--- src/rtl/multicycle_control_pkg.sv ---
// Shared encodings for the multicycle RISC-V control path:
// opcodes, FSM states, ALU selects and the control bundle.
package riscv_mc_pkg;

    localparam logic [6:0] OP_LD    = 7'b000_0011;
    localparam logic [6:0] OP_SD    = 7'b010_0011;
    localparam logic [6:0] OP_RTYPE = 7'b011_0011;
    localparam logic [6:0] OP_BEQ   = 7'b110_0011;

    typedef enum logic [3:0] {
        S_RESET  = 4'd0,
        S_FETCH  = 4'd1,
        S_DECODE = 4'd2,
        S_MEMADR = 4'd3,
        S_MEMRD  = 4'd4,
        S_MEMWB  = 4'd5,
        S_MEMWR  = 4'd6,
        S_EXEC   = 4'd7,
        S_RWB    = 4'd8,
        S_BRANCH = 4'd9
    } state_e;

    typedef enum logic [1:0] {
        ALU_ADD   = 2'b00,
        ALU_SUB   = 2'b01,
        ALU_FUNCT = 2'b10
    } alu_op_e;

    typedef enum logic [1:0] {
        SRCB_RS2  = 2'b00,
        SRCB_FOUR = 2'b01,
        SRCB_IMM  = 2'b10,
        SRCB_OFF  = 2'b11
    } src_b_e;

    typedef struct packed {
        logic [1:0] alu_op;
        logic [1:0] alu_src_b;
        logic       alu_src_a;
        logic       mem_to_reg;
        logic       mem_read;
        logic       mem_write;
        logic       i_or_d;
        logic       reg_write;
        logic       ir_write;
        logic       pc_write;
        logic       pc_write_cond;
        logic       pc_source;
        logic       retire;
    } ctrl_t;

    function automatic logic op_legal(logic [6:0] op);
        return (op == OP_LD) || (op == OP_SD) ||
               (op == OP_RTYPE) || (op == OP_BEQ);
    endfunction

    // Moore decode; unused encodings fall through to all-zero
    function automatic ctrl_t ctrl_of(state_e s);
        ctrl_t c;
        c = '0;
        case (s)
            S_FETCH: begin
                c.mem_read  = 1'b1;
                c.ir_write  = 1'b1;
                c.alu_src_b = SRCB_FOUR;
                c.pc_write  = 1'b1;
            end
            S_DECODE: c.alu_src_b = SRCB_OFF;
            S_MEMADR: begin
                c.alu_src_a = 1'b1;
                c.alu_src_b = SRCB_IMM;
            end
            S_MEMRD: begin
                c.mem_read = 1'b1;
                c.i_or_d   = 1'b1;
            end
            S_MEMWB: begin
                c.reg_write  = 1'b1;
                c.mem_to_reg = 1'b1;
                c.retire     = 1'b1;
            end
            S_MEMWR: begin
                c.mem_write = 1'b1;
                c.i_or_d    = 1'b1;
                c.retire    = 1'b1;
            end
            S_EXEC: begin
                c.alu_src_a = 1'b1;
                c.alu_op    = ALU_FUNCT;
            end
            S_RWB: begin
                c.reg_write = 1'b1;
                c.retire    = 1'b1;
            end
            S_BRANCH: begin
                c.alu_src_a     = 1'b1;
                c.alu_op        = ALU_SUB;
                c.pc_write_cond = 1'b1;
                c.pc_source     = 1'b1;
                c.retire        = 1'b1;
            end
            default: c = '0;
        endcase
        return c;
    endfunction

endpackage

--- src/rtl/multicycle_control_if.sv ---
// Control bus between the multicycle FSM (master) and the
// datapath (slave).
interface multicycle_control_if;

    logic [6:0] opcode;
    logic [1:0] ALUOp;
    logic [1:0] ALUSrcB;
    logic       ALUSrcA;
    logic       MemtoReg;
    logic       MemRead;
    logic       MemWrite;
    logic       IorD;
    logic       RegWrite;
    logic       IRWrite;
    logic       PCWrite;
    logic       PCWriteCond;
    logic       PCSource;
    logic [3:0] state_dbg;
    logic       illegal_op;
    logic       retire;

    modport master (
        input  opcode,
        output ALUOp, ALUSrcB, ALUSrcA, MemtoReg,
        output MemRead, MemWrite, IorD, RegWrite,
        output IRWrite, PCWrite, PCWriteCond, PCSource,
        output state_dbg, illegal_op, retire
    );

    modport slave (
        output opcode,
        input  ALUOp, ALUSrcB, ALUSrcA, MemtoReg,
        input  MemRead, MemWrite, IorD, RegWrite,
        input  IRWrite, PCWrite, PCWriteCond, PCSource,
        input  state_dbg, illegal_op, retire
    );

endinterface

--- src/rtl/multicycle_control.sv ---
// Moore control FSM sequencing fetch/decode/execute/mem/wb
// for ld, sd, R-type and beq on the multicycle datapath.
module multicycle_control
    import riscv_mc_pkg::*;
(
    input  logic                 clock,
    input  logic                 reset,
    multicycle_control_if.master bus
);

    state_e state_q, state_d;
    ctrl_t  ctrl_q, ctrl_d;

    logic is_mem;
    logic is_rtype;
    logic is_beq;

    always_comb begin
        is_mem   = (bus.opcode == OP_LD) ||
                   (bus.opcode == OP_SD);
        is_rtype = (bus.opcode == OP_RTYPE);
        is_beq   = (bus.opcode == OP_BEQ);
    end

    always_comb begin
        state_d = S_FETCH;
        unique case (state_q)
            S_RESET:  state_d = S_FETCH;
            S_FETCH:  state_d = S_DECODE;
            S_DECODE: begin
                unique case (1'b1)
                    is_mem:   state_d = S_MEMADR;
                    is_rtype: state_d = S_EXEC;
                    is_beq:   state_d = S_BRANCH;
                    default:  state_d = S_FETCH;
                endcase
            end
            S_MEMADR: state_d = (bus.opcode == OP_LD) ?
                                S_MEMRD : S_MEMWR;
            S_MEMRD:  state_d = S_MEMWB;
            S_EXEC:   state_d = S_RWB;
            default:  state_d = S_FETCH;
        endcase
        // Outputs are registered from the next state so they
        // always equal a pure decode of the state register.
        ctrl_d = ctrl_of(state_d);
    end

    always_ff @(posedge clock or posedge reset) begin
        if (reset) begin
            state_q <= S_RESET;
            ctrl_q  <= '0;
        end else begin
            state_q <= state_d;
            ctrl_q  <= ctrl_d;
        end
    end

    assign bus.ALUOp       = ctrl_q.alu_op;
    assign bus.ALUSrcB     = ctrl_q.alu_src_b;
    assign bus.ALUSrcA     = ctrl_q.alu_src_a;
    assign bus.MemtoReg    = ctrl_q.mem_to_reg;
    assign bus.MemRead     = ctrl_q.mem_read;
    assign bus.MemWrite    = ctrl_q.mem_write;
    assign bus.IorD        = ctrl_q.i_or_d;
    assign bus.RegWrite    = ctrl_q.reg_write;
    assign bus.IRWrite     = ctrl_q.ir_write;
    assign bus.PCWrite     = ctrl_q.pc_write;
    assign bus.PCWriteCond = ctrl_q.pc_write_cond;
    assign bus.PCSource    = ctrl_q.pc_source;
    assign bus.retire      = ctrl_q.retire;
    assign bus.state_dbg   = state_q;

    assign bus.illegal_op  = (state_q == S_DECODE) &&
                             !op_legal(bus.opcode);

endmodule

--- src/flat_wrapper.sv ---
// flat-port wrapper written by rule: the top's interface ports become plain ports
module multicycle_control_flat import riscv_mc_pkg::*;
  (clock, reset, bus_opcode, bus_ALUOp, bus_ALUSrcB, bus_ALUSrcA, bus_MemtoReg, bus_MemRead, bus_MemWrite, bus_IorD, bus_RegWrite, bus_IRWrite, bus_PCWrite, bus_PCWriteCond, bus_PCSource, bus_state_dbg, bus_illegal_op, bus_retire);
  multicycle_control_if bus_i ();
  input  logic clock;
  input  logic reset;
  input wire logic [$bits(bus_i.opcode)-1:0] bus_opcode;
  output wire logic [$bits(bus_i.ALUOp)-1:0] bus_ALUOp;
  output wire logic [$bits(bus_i.ALUSrcB)-1:0] bus_ALUSrcB;
  output wire logic [$bits(bus_i.ALUSrcA)-1:0] bus_ALUSrcA;
  output wire logic [$bits(bus_i.MemtoReg)-1:0] bus_MemtoReg;
  output wire logic [$bits(bus_i.MemRead)-1:0] bus_MemRead;
  output wire logic [$bits(bus_i.MemWrite)-1:0] bus_MemWrite;
  output wire logic [$bits(bus_i.IorD)-1:0] bus_IorD;
  output wire logic [$bits(bus_i.RegWrite)-1:0] bus_RegWrite;
  output wire logic [$bits(bus_i.IRWrite)-1:0] bus_IRWrite;
  output wire logic [$bits(bus_i.PCWrite)-1:0] bus_PCWrite;
  output wire logic [$bits(bus_i.PCWriteCond)-1:0] bus_PCWriteCond;
  output wire logic [$bits(bus_i.PCSource)-1:0] bus_PCSource;
  output wire logic [$bits(bus_i.state_dbg)-1:0] bus_state_dbg;
  output wire logic [$bits(bus_i.illegal_op)-1:0] bus_illegal_op;
  output wire logic [$bits(bus_i.retire)-1:0] bus_retire;
  assign bus_i.opcode = bus_opcode;
  assign bus_ALUOp = bus_i.ALUOp;
  assign bus_ALUSrcB = bus_i.ALUSrcB;
  assign bus_ALUSrcA = bus_i.ALUSrcA;
  assign bus_MemtoReg = bus_i.MemtoReg;
  assign bus_MemRead = bus_i.MemRead;
  assign bus_MemWrite = bus_i.MemWrite;
  assign bus_IorD = bus_i.IorD;
  assign bus_RegWrite = bus_i.RegWrite;
  assign bus_IRWrite = bus_i.IRWrite;
  assign bus_PCWrite = bus_i.PCWrite;
  assign bus_PCWriteCond = bus_i.PCWriteCond;
  assign bus_PCSource = bus_i.PCSource;
  assign bus_state_dbg = bus_i.state_dbg;
  assign bus_illegal_op = bus_i.illegal_op;
  assign bus_retire = bus_i.retire;
  multicycle_control u_core (.clock(clock), .reset(reset), .bus(bus_i));
endmodule
--- config.mk ---
export PLATFORM = sky130hd
export DESIGN_NAME = multicycle_control_flat
export DESIGN_NICKNAME = d
export VERILOG_FILES = /design/src/rtl/multicycle_control_pkg.sv /design/src/rtl/multicycle_control_if.sv /design/src/rtl/multicycle_control.sv /design/src/flat_wrapper.sv
export SDC_FILE = /design/constraint.sdc
export NUM_CORES = 1
export LEC_CHECK = 0
export CORE_MARGIN = 3
export CORE_UTILIZATION = 45
export CTS_CLUSTER_SIZE = 14
export DETAILED_ROUTE_END_ITERATION = 6
export GPL_ROUTABILITY_DRIVEN = 0
export PLACE_DENSITY = 0.81
export SLEW_MARGIN = 20
export SYNTH_ARGS = -nofsm -noshare
export SYNTH_HDL_FRONTEND = slang
export SYNTH_SLANG_ARGS = --single-unit
--- constraint.sdc ---
create_clock -name clock -period 3.5 [get_ports clock]
set_clock_uncertainty 0.2 [all_clocks]
set_input_delay 0.525 -clock clock [delete_from_list [all_inputs] [get_ports clock]]
set_output_delay 0.525 -clock clock [all_outputs]
set_load 0.05 [all_outputs]
### Yosys cells after proc, flatten, opt, wreduce, memory -nomap -nowiden

Cells that the tools add are included.

* flip-flop bits (word level): 19
* input bits: 9
* output and inout bits: 20
* word-level logic and storage cells: 56

* eq/ne operators: 18
* multiplexer cells: 14
* reductions and logical operators: 10

Operators by type and width (count)
* equality test 4 x 3 -> 1 bit, second input constant: 6
* case mux 4 bit (5 select lines): 1
* equality test 4 x 2 -> 1 bit, second input constant: 4
* equality test 7 x 6 -> 1 bit, second input constant: 2
* case mux 4 bit (3 select lines): 1
* equality test 4 x 1 -> 1 bit, second input constant: 2
* equality test 4 bit, second input constant: 2
* equality test 7 x 2 -> 1 bit, second input constant: 1
* equality test 7 bit, second input constant: 1
* two-way mux 1 bit: 7
* two-way mux 2 bit: 3
* case mux 2 bit (3 select lines): 1
* OR reduction 2 bit: 3
* case mux 2 bit (2 select lines): 1
* OR reduction 4 bit: 1
* logical OR 1 bit: 3
* OR reduction 3 bit: 1
* logical AND 1 bit: 1
* zero test 1 bit: 1

### Logic depth before layout (Yosys ltp)

* word-level depth: 7
* gate-level depth with buffers: 7
* mapped depth without buffers: 5

### Worst setup path after synthesis

OpenSTA, ideal clock, no wires.

* path kind: flip-flop to output port
* start: register u_core.state_q[1] (netlist: u_core.bus.state_dbg[1])
* end: output bus_illegal_op
* arrival: 2220 ps
* required time: 2775 ps
* setup slack: 555 ps
* cell stages (with the launch flop): 5
* path buffers: 2
* path through: dfrtp_1 buf_2 or4b_1 buf_2 a21oi_1

* cells in the longest elaborated chain, start to end: 2

RTL lines
* start, declared: RTL line multicycle_control.sv:11 `state_e state_q, state_d;`
* start signal, assigned: RTL line multicycle_control.sv:54 `state_q <= state_d;`
* equality test 4 x 2 -> 1 bit: RTL line multicycle_control.sv:74 `assign bus.illegal_op = (state_q == S_DECODE) &&`
* logical AND 1 bit: RTL line multicycle_control.sv:74
* end, declared: RTL line flat_wrapper.sv:21 `output wire logic [$bits(bus_i.illegal_op)-1:0] bus_illegal_op;`

No other way between the ends.

### Worst setup path in the final report

* start: register u_core.state_q[0] (netlist: u_core.bus.state_dbg[0])
* end: output bus_illegal_op

The elaborated chain is that of the path after synthesis.

==> impl_metrics.toml <==
[outcome]
run_status = "finished, final reports clean"

[setup_path]
cp_slowest_stage_delay_ps = 820
criticalPathCategory = "reg2out"
setup_crit_start_kind = "flip-flop"
timing.critical_path.max_delay_family = "buffers and inverters"
critPathMaxFanout = 10
worst_setup_path_end_kind = "output port"
critical_path.slowest_cell = "clkdlybuf4s50_1"
worstPathRequired_ps = 2770
crit_chain = "or4b_1 > a21oi_1 > clkdlybuf4s50_1"
worst_ep_arrival_time_ps = 2470
path_buf_inv = 1

[power]
power.static_leakage_nw = 0.4674
pwr_density_cell_mw_per_mm2 = 906.2
vdd.ir_drop.worst_v = 0.0004223
post-layout-total-power_w = 0.0009581

[cts]
clock_tree.root_cell = "clkbuf_4"
clkTransAtPathRegs_ps = 80
number_of_clock_buffers_inserted_by_tritoncts = 3
tritoncts = "built"
number_of_levels_in_the_clock_h_tree = 1
cts_hold_buffers = 0
ctsLongestPathBuffers = 2
post-cts-setup-buffer-count = 0
clock-sinks = 16
cts.repair.resized = 0
clk-insertion-delay-late_ps = 270

[worst_hold_path]
worst_hold_check_path_type = "in2async"

[timing]
finalCritPeriodShare = 0.9121
setup_tns_ps = 0
finalMaxSlewViolations = 0
period_needed_ps = 3192
hold_worst_slack_ps = 407.6
maxSlewHeadroom = 0.6064
finalHoldViolCount = 0
rsz_0062_raised_after_global_routing = "no"
clock.fmax_mhz = 313.3
report.final.setup_viol = 0
max_slew.worst_pin.slew_ps = 590.4

[job]
max-cap-violations = 0

[detailed_routing]
route.detailed.wl_per_inst_um = 13.30
vias_post_dr = 608
ant_nets = 0
drtPass1Iterations = 4
vias_per_cell = 5.429
routed_wirelength_um = 1490
drc = 0
drt_iter0_markers = 8

[die]
die_area_mm2 = 0.002277
start_util = 0.4968
fp.dieW_um = 47.72
ios = 29
die-height_um = 47.72
placementRows = 14
core_area_mm2 = 0.001577

[grt]
vias_in_the_first_global_route = 520
final_global_route_overflow_total = 0
grt_start_max_net_pins = 17
antenna_found_initial = 0
global_route.usage.total = 0.1442
grt_first_pass_wirelength_um = 2311

[finish]
layout_common_cells = "clkdlybuf4s50_1 (28), dfrtp_1 (16), nor2_1 (8)"
filler_cell_count = 129
multi_input_area_um2 = 319.1
final_core_utilization = 0.6706
final_common_cell = "clkdlybuf4s50_1"
drive_gt1_frac = 0.08333
seqCellArea_um2 = 400.4
insertedDiodeCount = 0
layout.cell_area.non_filler_mm2 = 0.001057
area.growth.synth_to_final_pct = 34.98
final_net_count = 107

[synth]
synth_compound_gate_area_share = 0.1342
synth.distinct_cells = 36
syn-cell-area_um2 = 783.3
yosys_register_bits = 16
synth_ff_type = "dfrtp_1"
synth_xor_area_frac = 0.02236
ys_warn_count = 0
post_synth.cell_area_avg_um2 = 10.88
synth_fa_ha_area_frac = 0
synth_top_family_by_area = "simple AND/OR/NAND/NOR gates"
synth_edf_count = 0
synth.area.top_cells = "dfrtp_1 (51%), nor2_1 (3.8%), buf_4 (2.9%)"
synth.yosys.seq_area_share = 0.5112
synthCells = 72
netlist.area_leader.share = 0.5112
synthArstFlopShare = 1.000
synth_area_leader = "dfrtp_1"
synth-simple-area-share = 0.2508
muxShareOfSynthArea = 0
synth_fp_nets = 81

[placed_design]
post-dp-hpwl_um = 1174
dpl_cell_area_mm2 = 0.001035
port_buffers = 28
-- path summary, 6_finish.rpt --
check	slack, ps	start	cells after the start	end
max	310	u_core.bus.state_dbg[0]$_DFF_PP0_	3	bus_illegal_op
min	410	reset	2	u_core.bus.ALUSrcB[0]$_DFF_PP0_
max reg2reg	1400	u_core.bus.state_dbg[0]$_DFF_PP0_	5	u_core.bus.ALUSrcB[0]$_DFF_PP0_
min reg2reg	410	u_core.bus.state_dbg[3]$_DFF_PP0_	1	u_core.bus.RegWrite$_DFF_PP0_
max in group asynchronous	2320	reset	2	u_core.bus.ALUSrcA$_DFF_PP0_
min in group clock	410	u_core.bus.state_dbg[3]$_DFF_PP0_	1	u_core.bus.RegWrite$_DFF_PP0_
-- Yosys cell counts, drive strengths merged (2+ instances only) --
cell and instances:
dfrtp 16, nor2 8, buf 7, inv 4, nand2b 3, nor3b 3, a21oi 2, nand2 2
nor2b 2, nor3 2, o21a 2, xor2 2
-- per-stage QoR --
| step | setup slack [ps] | std cells |
|---|---|---|
| floorplan | 554.6 | 72 |
| global placement | 489.0 | 109 |
| detailed placement | 442.8 | 109 |
| CTS | 311.8 | 112 |
| global route | 217.5 | 112 |
| finish | 307.7 | 112 |
-- power by group --
group          switching (W)  internal (W)
clock network      0.0000469     0.0000397
registers          0.0000531      0.000243
logic               0.000367      0.000208
total               0.000467      0.000491
-- area by class of cell --
type	instances	area share
flip-flops and latches	16	0.3787
multi-input cells	45	0.3018
repair buffers	28	0.2651
clock buffers	3	0.02130
well taps	16	0.01893
inverters	4	0.01420
-- logic make-up (layout without fill, tap and decap cells) --
| kind of cell | after synthesis | in the layout |
|---|---|---|
| simple gates | 30 | 30 |
| compound gates | 13 | 13 |
| flops | 16 | 16 |
| buf+inv | 11 | 35 |
| xor+xnor | 2 | 2 |
-- state kept, by name, summed over array words and instances (netlist names) --
register and count:
u_core.bus.ALUOp 1, u_core.bus.ALUSrcA 1, u_core.bus.ALUSrcB 2, u_core.bus.IRWrite 1, u_core.bus.IorD 1, u_core.bus.MemRead 1, u_core.bus.MemWrite 1, u_core.bus.MemtoReg 1
u_core.bus.PCSource 1, u_core.bus.RegWrite 1, u_core.bus.retire 1, u_core.bus.state_dbg 4
-- worst register-to-register path: cells and delay by family (launching register included) --
kind                   cells  cell delay [ps]
flip-flops                 1              490
buffers and inverters      1              140
AO/OA/AOI/OAI              1               60
AND/OR/NAND/NOR            3             1080
-- metal layers --
layer / vias to the layer above / GRT usage / wire length [um]
met5: - / 0 / 0
met4: 0 / 0.06452 / 19
met3: 2 / 0.003759 / 66
met2: 25 / 0.2401 / 733
met1: 282 / 0.1948 / 670
li1: 299 / - / -
No activity file was read; power rests on OpenSTA's default activity.
